**src/rtl/sym_pkg.sv**
```systemverilog
// Shared types and limits for the oversampling symbol decoder.
// Latency: n/a (definitions only).
// Backpressure: n/a (definitions only).
package sym_pkg;

   localparam int SYM_RUN_W      = 4;
   localparam int SYM_GLITCH_W   = 8;
   localparam int SYM_STABLE_MAX = 15;

   // 2'b11 is deliberately left out; the FSM maps it back to IDLE.
   typedef enum logic [1:0] {
      IDLE = 2'b00,
      ACC  = 2'b01,
      EMIT = 2'b10
   } sym_state_t;

endpackage

```
**src/rtl/sym_run_counter.sv**
```systemverilog
// Run-length counter for the decoder: clear / load-to-1 / increment.
// Latency: run updates on the edge after the command; done is combinational from run.
// Backpressure: none; the count only moves when the FSM commands it.
//
// Ports:
//   clk, reset  - clock and synchronous active-high reset
//   clr         - force run to 0 (highest priority after reset)
//   load        - start a new run, run = 1
//   inc         - extend the current run by one sample
//   run         - current sample count
//   done        - the next matching sample completes a symbol (run+1 == STABLE_CYCLES)
module sym_run_counter
   import sym_pkg::*;
#(
   parameter int STABLE_CYCLES = 3   // legal range 2..SYM_STABLE_MAX
) (
   input  logic                 clk,
   input  logic                 reset,
   input  logic                 clr,
   input  logic                 load,
   input  logic                 inc,
   output logic [SYM_RUN_W-1:0] run,
   output logic                 done
);

   // One extra bit so run+1 cannot wrap before the compare.
   localparam logic [SYM_RUN_W:0] TARGET = (SYM_RUN_W+1)'(STABLE_CYCLES);

   logic [SYM_RUN_W:0] run_plus1;

   assign run_plus1 = {1'b0, run} + (SYM_RUN_W+1)'(1);
   assign done      = (run_plus1 == TARGET);

   always_ff @(posedge clk) begin
      if (reset) begin
         run <= '0;
      end else if (clr) begin
         run <= '0;
      end else if (load) begin
         run <= SYM_RUN_W'(1);
      end else if (inc) begin
         run <= run + SYM_RUN_W'(1);
      end
   end

endmodule

```
**src/rtl/sym_oversample_decoder.sv**
```systemverilog
// Oversampling symbol decoder: one ONE/ZERO pulse per run of STABLE_CYCLES equal samples.
// Latency: pulse is registered on the same edge that takes the completing sample, high one cycle.
// Backpressure: none; samples are taken on din_en strobes only, gaps hold the run.
//
// Ports:
//   clk, reset  - clock and synchronous active-high reset (priority over all inputs)
//   din         - raw serial line level
//   din_en      - sample strobe
//   ONE, ZERO   - registered one-cycle symbol pulses, mutually exclusive
//   state       - current FSM state for debug
//   glitch_cnt  - saturating count of broken runs (only with SYM_GLITCH_COUNT_EN defined)
module sym_oversample_decoder
   import sym_pkg::*;
#(
   parameter int STABLE_CYCLES = 3   // legal range 2..SYM_STABLE_MAX
) (
   input  logic                    clk,
   input  logic                    reset,
   input  logic                    din,
   input  logic                    din_en,
   output logic                    ONE,
   output logic                    ZERO,
   output logic [1:0]              state
`ifdef SYM_GLITCH_COUNT_EN
   ,
   output logic [SYM_GLITCH_W-1:0] glitch_cnt
`endif
);

   sym_state_t           state_q, state_d;
   logic                 cand_q, cand_d;
   logic                 one_d, zero_d;
   logic                 cnt_clr, cnt_load, cnt_inc;
   logic [SYM_RUN_W-1:0] run;
   logic                 run_done;

   sym_run_counter #(
      .STABLE_CYCLES (STABLE_CYCLES)
   ) u_run (
      .clk   (clk),
      .reset (reset),
      .clr   (cnt_clr),
      .load  (cnt_load),
      .inc   (cnt_inc),
      .run   (run),
      .done  (run_done)
   );

   always_ff @(posedge clk) begin
      if (reset) begin
         state_q <= IDLE;
         cand_q  <= 1'b0;
         ONE     <= 1'b0;
         ZERO    <= 1'b0;
      end else begin
         state_q <= state_d;
         cand_q  <= cand_d;
         ONE     <= one_d;
         ZERO    <= zero_d;
      end
   end

   always_comb begin
      state_d  = state_q;
      cand_d   = cand_q;
      one_d    = 1'b0;
      zero_d   = 1'b0;
      cnt_clr  = 1'b0;
      cnt_load = 1'b0;
      cnt_inc  = 1'b0;

      case (state_q)
         IDLE: begin
            if (din_en) begin
               state_d  = ACC;
               cand_d   = din;
               cnt_load = 1'b1;
            end
         end

         ACC: begin
            if (din_en) begin
               if (din == cand_q) begin
                  if (run_done) begin
                     state_d = EMIT;
                     one_d   = cand_q;
                     zero_d  = ~cand_q;
                     cnt_clr = 1'b1;
                  end else begin
                     cnt_inc = 1'b1;
                  end
               end else begin
                  // Level changed mid-run: drop the partial run, restart on the new level.
                  cand_d   = din;
                  cnt_load = 1'b1;
               end
            end
         end

         EMIT: begin
            // A sample arriving during EMIT always opens a fresh run, so a long
            // steady level produces one pulse per STABLE_CYCLES strobes.
            if (din_en) begin
               state_d  = ACC;
               cand_d   = din;
               cnt_load = 1'b1;
            end else begin
               state_d  = IDLE;
            end
         end

         default: begin
            state_d = IDLE;
            cnt_clr = 1'b1;
         end
      endcase
   end

   assign state = state_q;

`ifdef SYM_GLITCH_COUNT_EN
   logic glitch_evt;

   // Only a mismatch inside ACC counts; the IDLE->ACC start never does.
   assign glitch_evt = (state_q == ACC) && din_en && (din != cand_q) && (run != '0);

   always_ff @(posedge clk) begin
      if (reset) begin
         glitch_cnt <= '0;
      end else if (glitch_evt && (glitch_cnt != {SYM_GLITCH_W{1'b1}})) begin
         glitch_cnt <= glitch_cnt + SYM_GLITCH_W'(1);
      end
   end
`endif

endmodule
```
**config.mk**
```make
export PLATFORM = sky130hd
export DESIGN_NAME = sym_oversample_decoder
export DESIGN_NICKNAME = d
export VERILOG_FILES = /design/src/rtl/sym_pkg.sv /design/src/rtl/sym_run_counter.sv /design/src/rtl/sym_oversample_decoder.sv
export SDC_FILE = /design/constraint.sdc
export NUM_CORES = 1
export LEC_CHECK = 0
export BUFFER_PORTS_ARGS = -buffer_cell sky130_fd_sc_hd__buf_4
export CAP_MARGIN = 20
export CORE_AREA = 2 2 39 41
export CTS_CLUSTER_SIZE = 16
export DETAILED_ROUTE_END_ITERATION = 8
export DIE_AREA = 0 0 41 43
export MAX_ROUTING_LAYER = met4
export PLACE_DENSITY_LB_ADDON = 0.2
export SYNTH_ARGS = -nofsm -noshare
export SYNTH_HDL_FRONTEND = slang
export SYNTH_SLANG_ARGS = --single-unit
```
**constraint.sdc**
```tcl
create_clock -name clk -period 1.9 [get_ports clk]
set_input_delay 0.19 -clock clk [delete_from_list [all_inputs] [get_ports clk]]
set_output_delay 0.19 -clock clk [all_outputs]
set_load 0.01 [all_outputs]
```
==> impl_metrics.toml, run 1 <==
[status]
status = "complete, no violations"

[detailed_routing]
drc = 0
detail_route.wl_per_cell_um = 12.28
vias_per_cell = 5.152
wl_um = 970
ant_nets = 0
vias = 407
drtIter0Drc = 17
first_pass_iters = 4

[floorplan]
die_height_um = 43
row_count = 14
die_area_um2 = 1763
die_w_um = 41
pin_count = 8
start_util = 0.3418
core_um2 = 1384

[worst_setup_path]
critical-path-top-delay-family = "simple AND/OR/NAND/NOR gates"
path_buf_inv = 0
crit_path_start = "u_run.run[0]$_SDFFE_PP0P_"
setup.worst_path.end = "u_run.run[0]$_SDFFE_PP0P_"
path_class = "register to register"
worst_r2r_startpoint = "u_run.run[0]$_SDFFE_PP0P_"
reg2reg_to = "u_run.run[0]$_SDFFE_PP0P_"
critPathMaxFanout = 5
end_kind = "register"
arrival_ps = 1550
rr_worst_depth = 5
crit_slowest_cell = "dfxtp_1"
critPathMaxStageDelay_ps = 340
rrSetupSlack_ps = 500
crit_path_start_kind = "register"
critical_path.cell_chain = "ha_1 -> or2_1 -> a21oi_1 -> o2111ai_1 -> nor3b_1"
critical_path_cell_count = 5
cp.required_ps = 2050

[sta]
timing.final.crit_share = 0.7350
fin_worst_skew_ps = 4.029
finalSetupViolCount = 0
report.final.slew_viol_count = 0
tns_ps = 0
slew_headroom = 0.7938
fin_crit_ps = 1396
rsz0062_at_grt = "no"
fmax_ghz = 0.7161
tightest_slew_ps = 308.9
hold_viol = 0

[yosys]
synth_area_per_cell_um2 = 8.924
yosys_warnings = 0
synth_compound_area_frac = 0.1667
synth_cell_type_count = 27
yosysSeqAreaShare = 0.3810
async_flop_share = 0
synthMuxAreaShare = 0.02116
yosysTopAreaCell = "dfxtp_1"
synth_top_family_by_area = "simple AND/OR/NAND/NOR gates"
ys_ff_latch = 9
synthAdderAreaFrac = 0.05291
ys_top_cells_by_count = "dfxtp_1 (9), nand2_1 (6), a21oi_1 (4), inv_1 (4)"
syn_inst = 53
synth.most_common_cell = "dfxtp_1"
synth-edff-count = 0
synth_xor_area_frac = 0.03439
syn_nets = 59
synthesis.area_um2 = 473.0
ys.flop_type = "dfxtp_1"
synth_area_leaders = "dfxtp_1 (38%), ha_1 (5.3%), nand2_1 (4.8%)"
synth.top_cell.area_share = 0.3810
synth-simple-area-share = 0.2963

[finish]
multi_input_area_um2 = 270.3
nFillCells = 144
final_core_util = 0.4078
num_antenna_cells = 0
final-seq-area_um2 = 180.2
final_nets = 70
synthToLayoutAreaGrowth_pct = 19.31
drive_gt1_frac = 0.2222

[power]
ir_drop_mv = 0.2623
leakage_uw = 0.0002272
totalPowerFinal_uw = 391.5
p_per_area_nw_per_um2 = 693.7

[grt]
grt_first_pass_wirelength_mm = 1.559
grt_pass1_vias = 374
antenna_found_initial = 0
grt_use_total = 0.1352
overflow = 0
grt_max_degree = 9

[cts]
postCtsSetupRepairBufs = 0
h-tree-depth = 1
clock_latency_ps = 260
clk_pin_slew_ps = 70
ctsHoldBuffers = 0
cts-root-buf = "clkbuf_4"
cts_buffers = 3
cts_sinks = 9
cts_tree = "done"
cts-resized-gates = 0
cts_max_path_buffers = 2

[placed_design]
gp_congestion = 0.7633
port_buffers = 7

[flow_run]
drv_cap = 0

[hold_path]
hp-class = "input port to register"
-- flip-flops by register name, indices dropped and copies added (netlist names) --
register and flops:
cand_q 1, ZERO 1, ONE 1, u_run.run 4, state 2
-- cells in the final DEF (no fill, tap or decap), types with 2 or more instances in the layout --
cell type / netlist / layout
inv_1: 4 / 4
o21ai_0: 2 / 2
a21oi_1: 4 / 4
nand2b_1: 3 / 3
nand3_1: 2 / 2
nor2_1: 3 / 3
clkbuf_4: 0 / 3
buf_4: 1 / 7
ha_1: 2 / 2
nand2_1: 6 / 6
dfxtp_1: 9 / 9
-- kinds of logic after synthesis --
| kind of cell | Yosys count |
|---|---|
| and+or+nand+nor | 24 |
| AOI/OAI and AO/OA | 11 |
| DFF | 9 |
| buffers and inverters | 5 |
| adders and majority gates | 2 |
| xor gates and xnor gates | 1 |
| muxes | 1 |
-- report_power, final --
group / leakage (µW) / switching (µW) / internal (µW)
clock network: 0.0000150 / 71.3 / 81.1
registers: 0.0000734 / 6.81 / 193
logic: 0.000139 / 19.1 / 19.6
-- through the flow --
step | setup slack [ps] | hold slack, ps | instances | area [µm²]
4_1_cts | 496.4 | 106.2 | 79 | 564.3
5_1_grt | 370.2 | 112.0 | 79 | 564.3
3_3_place_gp | 520.3 | 377.1 | 75 | 538.0
6_report | 503.5 | 105.3 | 79 | 564.3
3_5_place_dp | 523.5 | 380.3 | 75 | 538.0
2_1_floorplan | 610.7 | 262.4 | 53 | 473.0
-- layout make-up --
class                           instances  share of cell area
Timing Repair Buffer                    7             0.09313
Sequential cell                         9              0.3193
Inverter                                4             0.02661
Multi-Input combinational cell         39              0.4789
Clock buffer                            4             0.04656
Tap cell                               16             0.03548
-- worst min path at each step --
stage	from	end	slack, ps	cells after the start
floorplan	reset	cand_q$_SDFFE_PP0P_	260	1
global placement	reset	cand_q$_SDFFE_PP0P_	380	2
detailed placement	reset	cand_q$_SDFFE_PP0P_	380	2
CTS	reset	cand_q$_SDFFE_PP0P_	110	2
global route	reset	cand_q$_SDFFE_PP0P_	110	2
finish	reset	cand_q$_SDFFE_PP0P_	110	2
-- metal layers --
layer,vias up,track usage,share of wire
met5,-,-,0
li1,206,-,-
met1,184,0.1753,0.49
met2,13,0.1844,0.44
met4,0,0.08000,0.022
met3,4,0.03141,0.057
No activity file was read; power rests on OpenSTA's default activity.
==> inputs of run 2 (changes only) <==
--- a/config.mk
+++ b/config.mk
@@ -5,6 +5,7 @@
 export SDC_FILE = /design/constraint.sdc
 export NUM_CORES = 1
 export LEC_CHECK = 0
+export ABC_AREA = 1
 export BUFFER_PORTS_ARGS = -buffer_cell sky130_fd_sc_hd__buf_4
 export CAP_MARGIN = 20
 export CORE_AREA = 2 2 39 41
==> constraint.sdc (replaced) <==
create_clock -name clk -period 1.34 [get_ports clk]
set_input_delay 0.134 -clock clk [delete_from_list [all_inputs] [get_ports clk]]
set_output_delay 0.134 -clock clk [all_outputs]
set_load 0.01 [all_outputs]
==> run 2 against run 1 <==
Effect of this change: die area is the same; utilization grew 11 points; final cell count grew 28%; first-iteration DRC count shrank 41%; worst setup slack lost 450 ps; sequential share of layout area shrank 5.9 points; combinational power grew to 2.6 times the previous value; synthesized cell count grew 34%; routed wire length grew 8.7%; non-clock buffer count grew 3; count of clock-buffer cells in the layout is the same; critical path type unchanged.
==> impl_metrics.toml, run 2 <==
[detailed_routing]
wl_mm = 1.054
wl_met1_um = 511
vias = 457
dr.max_layer_used = "met4"
wl_met2_um = 495
drtIter0Drc = 10
detail_route.wl_per_cell_um = 10.44
first_pass_iters = 4
drc = 0
vias_per_cell = 4.525
ant_nets = 0
wl_met3_um = 38

[worst_setup_path]
cp.required_ps = 1530
rr_worst_depth = 8
worst_r2r_startpoint = "u_run.run[1]$_SDFFE_PP0P_"
critPathMaxFanout = 5
reg2reg_to = "u_run.run[0]$_SDFFE_PP0P_"
path_class = "register to register"
arrival_ps = 1480
crit_path_start_kind = "register"
end_kind = "register"
crit_path_start = "u_run.run[1]$_SDFFE_PP0P_"
rrSetupSlack_ps = 50

[floorplan]
die_height_um = 43
core_um2 = 1384
row_count = 14
die_w_um = 41
die_area_um2 = 1763
start_util = 0.3716
pin_count = 8

[finish]
largest_register_ffs = 4
fin_cells = 101
multi_input_area_um2 = 352.8
largest-register = "u_run.run"
layout_commonest_cell = "nand2_1"
nFillCells = 144
most-common-layout-cells = "nand2_1 (11), buf_4 (9), dfxtp_1 (7)"
final-seq-area_um2 = 187.7
synthToLayoutAreaGrowth_pct = 40.39
drive_gt1_frac = 0.4588
num_antenna_cells = 0
final_nets = 92

[placed_design]
place_inst = 95
hpwlAfterDp_um = 737.3
gp_congestion = 0.7545
dp_slack_ps = 64.27
port_buffers = 7

[sta]
timing.final.crit_share = 0.9607
fmax_ghz = 0.7768
worst_slack_ps = 52.62
tns_ps = 0
tightest_slew_ps = 300.8
slew_headroom = 0.7995
fin_worst_skew_ps = 4.937
fin_crit_ps = 1287
finalSetupViolCount = 0
report.final.slew_viol_count = 0
hold_viol = 0

[yosys]
synth.most_common_cell = "nand2_1"
synth.top_cell.area_share = 0.3504
yosysTopAreaCell = "dfxtp_1"
synth_area_leaders = "dfxtp_1 (35%), nand2_1 (9.5%), inv_1 (7.3%)"
ys.flop_type = "dfxtp_1"
async_flop_share = 0
ys_ff_latch = 9
ys_top_cells_by_count = "nand2_1 (13), inv_1 (10), dfxtp_1 (9)"
syn_nets = 77
yosys_warnings = 0
synth_area_per_cell_um2 = 7.243
synth_cell_type_count = 19
synth-edff-count = 0
yosysSeqAreaShare = 0.3504
synthesis.area_um2 = 514.2
syn_inst = 71

[power]
p_per_area_nw_per_um2 = 826.7
ir_drop_mv = 0.5179
leakage_uw = 0.0002955

[cts]
cts-root-buf = "clkbuf_4"
clock_latency_ps = 260
cts_tree = "done"
h-tree-depth = 1
cts_sinks = 9
cts_max_path_buffers = 2
cts_buffers = 3
clk_pin_slew_ps = 60

[status]
status = "complete, no violations"

[hold_path]
hold_start = "reset"
whs_endpoint = "state[1]$_SDFFE_PP0P_"
hp-class = "input port to register"
hold_depth = 2

[grt]
antenna_found_initial = 0
grt_pass1_vias = 403
grt_use_total = 0.1498
grt_first_pass_wirelength_mm = 1.745
overflow = 0
grt_max_degree = 7

[flow_run]
drv_cap = 0
==> run 2: cell count changes after synthesis, moves of 2 or more <==
| cell | before | now |
|---|---|---|
| inv_1 | 4 | 10 |
| inv_2 | 0 | 2 |
| nand2_1 | 6 | 13 |
| nand2_2 | 0 | 4 |
| nand2b_1 | 3 | 0 |
| nand3_1 | 2 | 5 |
| nand3_2 | 0 | 2 |
| nor2_1 | 3 | 7 |
| nor2_4 | 0 | 2 |
| nor3_1 | 1 | 3 |
==> run 2: cell type report <==
cell class,instances,share of cell area
multi-input combinational,50,0.4887
sequential,9,0.2600
timing repair buffer,10,0.1213
inverter,12,0.06586
clock buffer,4,0.03640
tap,16,0.02773
==> run 2: kinds of logic after synthesis <==
kind of cell,Yosys count,synth area share
AO/OA/AOI/OAI,9,0.09974
adder cells (fa/ha/maj),2,0.04865
buffers and inverters,12,0.08760
flip-flops,9,0.3504
XOR/XNOR,1,0.01703
AND/OR/NAND/NOR,38,0.3966
==> run 2: repair_timing <==
action,in CTS,in global routing
resized for setup,0,22
setup buffers,0,2
endpoints found under the setup margin,0,6
hold buffers,0,0
==> run 2: where the power goes <==
group	leakage (µW)	internal, µW	switching (µW)
clock network	0.0000150	115	96.9
registers	0.0000747	274	10.9
logic	0.000206	41.0	58.8
total	0.000296	430	167
==> run 2: worst max-delay path by stage <==
stage / slack [ps] / to / cells after the start
after floorplan: 160 / u_run.run[1]$_SDFFE_PP0P_ / 11
after global placement: 70 / u_run.run[1]$_SDFFE_PP0P_ / 10
after detailed placement: 60 / u_run.run[1]$_SDFFE_PP0P_ / 11
after CTS: 50 / u_run.run[1]$_SDFFE_PP0P_ / 11
after global routing: -20 / u_run.run[1]$_SDFFE_PP0P_ / 10
final: 50 / u_run.run[0]$_SDFFE_PP0P_ / 8
==> run 2: routing by layer <==
layer  track usage  vias to the layer above
li1              -                      253
met1        0.2117                      195
met2        0.1844                        7
met3       0.04712                        2
met4       0.08000                        0
met5             -                        -
==> run 2: worst max-delay path, cell delays in order (launching register included) <==
cell and delay, ps:
dfxtp_4 370, ha_4 160, nand2_1 100, nand2_4 80, buf_12 130, nand3_4 100
nand2_4 60, buf_4 140, a21oi_2 90
==> run 2: through the flow <==
step | util | instance area [µm²] | hold WS [ps] | total power (µW)
final | 0.5217 | 721.9 | 77.32 | 596.8
after global placement | 0.4295 | 594.3 | 354.1 | 377.7
after floorplan | - | 514.2 | 206.4 | 348.7
after global routing | 0.5217 | 721.9 | 87.10 | 629.6
after CTS | 0.4485 | 620.6 | 70.61 | 591.1
after detailed placement | 0.4295 | 594.3 | 350.5 | 377.9
==> inputs of run 3 (changes only) <==
--- a/config.mk
+++ b/config.mk
@@ -14,6 +14,7 @@
 export DIE_AREA = 0 0 41 43
 export MAX_ROUTING_LAYER = met4
 export PLACE_DENSITY_LB_ADDON = 0.2
+export SETUP_SLACK_MARGIN = 0.2
 export SYNTH_ARGS = -nofsm -noshare
 export SYNTH_HDL_FRONTEND = slang
 export SYNTH_SLANG_ARGS = --single-unit
==> run 3 against run 2 <==
Effect of this change: count of clock-buffer cells in the layout unchanged; clock skew increased by 1.1 ps; worst setup slack improved by 41 ps; combinational power increased by 6%.
==> impl_metrics.toml, run 3 (synthesis gave the netlist of run 2 again) <==
[status]
status = "complete, no violations"

[finish]
largest-register = "u_run.run"
synthToLayoutAreaGrowth_pct = 43.55
final_nets = 92
largest_register_ffs = 4
drive_gt1_frac = 0.5059
fin_area_um2 = 738.2
most-common-layout-cells = "nand2_1 (11), buf_4 (10), inv_1 (7)"
num_antenna_cells = 0
layout_commonest_cell = "nand2_1"

[sta]
report.final.slew_viol_count = 0
rsz0062_at_grt = "yes"
fin_crit_ps = 1246
hold_viol = 0
finalSetupViolCount = 0
timing.final.crit_share = 0.9298
slew_headroom = 0.8031
fin_worst_skew_ps = 6.046
tightest_slew_ps = 295.4
fmax_ghz = 0.8026
tns_ps = 0

[detailed_routing]
detail_route.wl_per_cell_um = 10.55
wl_mm = 1.066
vias_per_cell = 4.545
drtIter0Drc = 3
drc = 0
first_pass_iters = 4
vias = 459
ant_nets = 0

[floorplan]
start_util = 0.3716
die_w_um = 41
pin_count = 8
row_count = 14
core_um2 = 1384
die_height_um = 43
die_area_um2 = 1763

[worst_setup_path]
critPathMaxFanout = 5
end_kind = "register"
crit_path_start_kind = "register"
path_class = "register to register"
worst_r2r_startpoint = "u_run.run[0]$_SDFFE_PP0P_"
reg2reg_to = "u_run.run[1]$_SDFFE_PP0P_"
rr_worst_depth = 11
arrival_ps = 1420
rrSetupSlack_ps = 90
crit_path_start = "u_run.run[0]$_SDFFE_PP0P_"
cp.required_ps = 1510

[placed_design]
gp_congestion = 0.6957
hpwlAfterDp_um = 720.6
port_buffers = 7
dpl_cell_area_um2 = 605.6

[hold_path]
hold_depth = 2
whs_endpoint = "ONE$_SDFF_PP0_"
hp-class = "input port to register"
hold_start = "reset"

[cts]
cts_buffers = 3
clk_pin_slew_ps = 70
cts_tree = "done"
cts_sinks = 9
cts-root-buf = "clkbuf_4"
clock_latency_ps = 270
cts_max_path_buffers = 2
h-tree-depth = 1

[power]
ir_drop_mv = 0.5052
p_per_area_nw_per_um2 = 835.7
totalPowerFinal_uw = 616.9
leakage_uw = 0.0002954

[flow_run]
drv_cap = 0

[grt]
grt_pass1_vias = 442
grt_use_total = 0.1632
grt_max_degree = 7
grt_first_pass_wirelength_mm = 1.814
antenna_found_initial = 0
overflow = 0
[run 3: cell counts in the layout (fill, tap and decap cells not counted)]
No cell type changed its count.
[run 3: worst max-delay path by stage]
| stage | endpoint | slack, ps |
|---|---|---|
| after floorplan | u_run.run[0]$_SDFFE_PP0P_ | 190 |
| after global placement | u_run.run[1]$_SDFFE_PP0P_ | 70 |
| after detailed placement | u_run.run[1]$_SDFFE_PP0P_ | 80 |
| after CTS | u_run.run[1]$_SDFFE_PP0P_ | 110 |
| after global routing | u_run.run[1]$_SDFFE_PP0P_ | 6 |
| final | u_run.run[1]$_SDFFE_PP0P_ | 90 |
[run 3: stage by stage]
stage	instances	setup slack, ps	hold slack (ps)	utilization
after floorplan	71	185.6	206.4	-
after global placement	94	71.67	348.6	0.4376
after detailed placement	94	82.79	353.3	0.4376
after CTS	100	108.1	72.52	0.4783
after global routing	101	5.569	82.03	0.5335
final	101	94.05	74.63	0.5335
[run 3: per-layer routing]
metal  GRT usage  wire, µm  vias to the layer above
met2      0.2156       528                        8
met3     0.03141        31                        5
met4      0.1400        46                        0
met1      0.2020       458                      193
met5           -         0                        -
li1            -         -                      253
[run 3: critical path, stage by stage, from the launching register on]
cell and delay [ps]:
dfxtp_4 370, inv_4 60, ha_4 120, inv_2 40
nor2_4 100, nand2_1 70, inv_2 70, nand3_4 110
nand2_4 90, nor2_1 40, nand2_1 50, inv_1 30
[run 3: repair_timing]
action	in CTS	in global routing
hold buffers	0	0
resized for setup	4	16
setup endpoints to repair	6	8
pin swaps	5	6
buffers inserted	2	1
[run 3: where the power goes]
group,switching [µW],internal [µW]
logic,60.5,45.9
clock network,107,115
registers,13.4,275
total,180,436
[run 3: final cells by class]
| type | instances | area [µm²] |
|---|---|---|
| repair buffers | 10 | 75.07 |
| well taps | 16 | 20.02 |
| multi-input cells | 50 | 379.1 |
| flip-flops and latches | 9 | 190.2 |
| inverters | 12 | 47.55 |
| fillers | 136 | 645.6 |
| clock buffers | 4 | 26.28 |
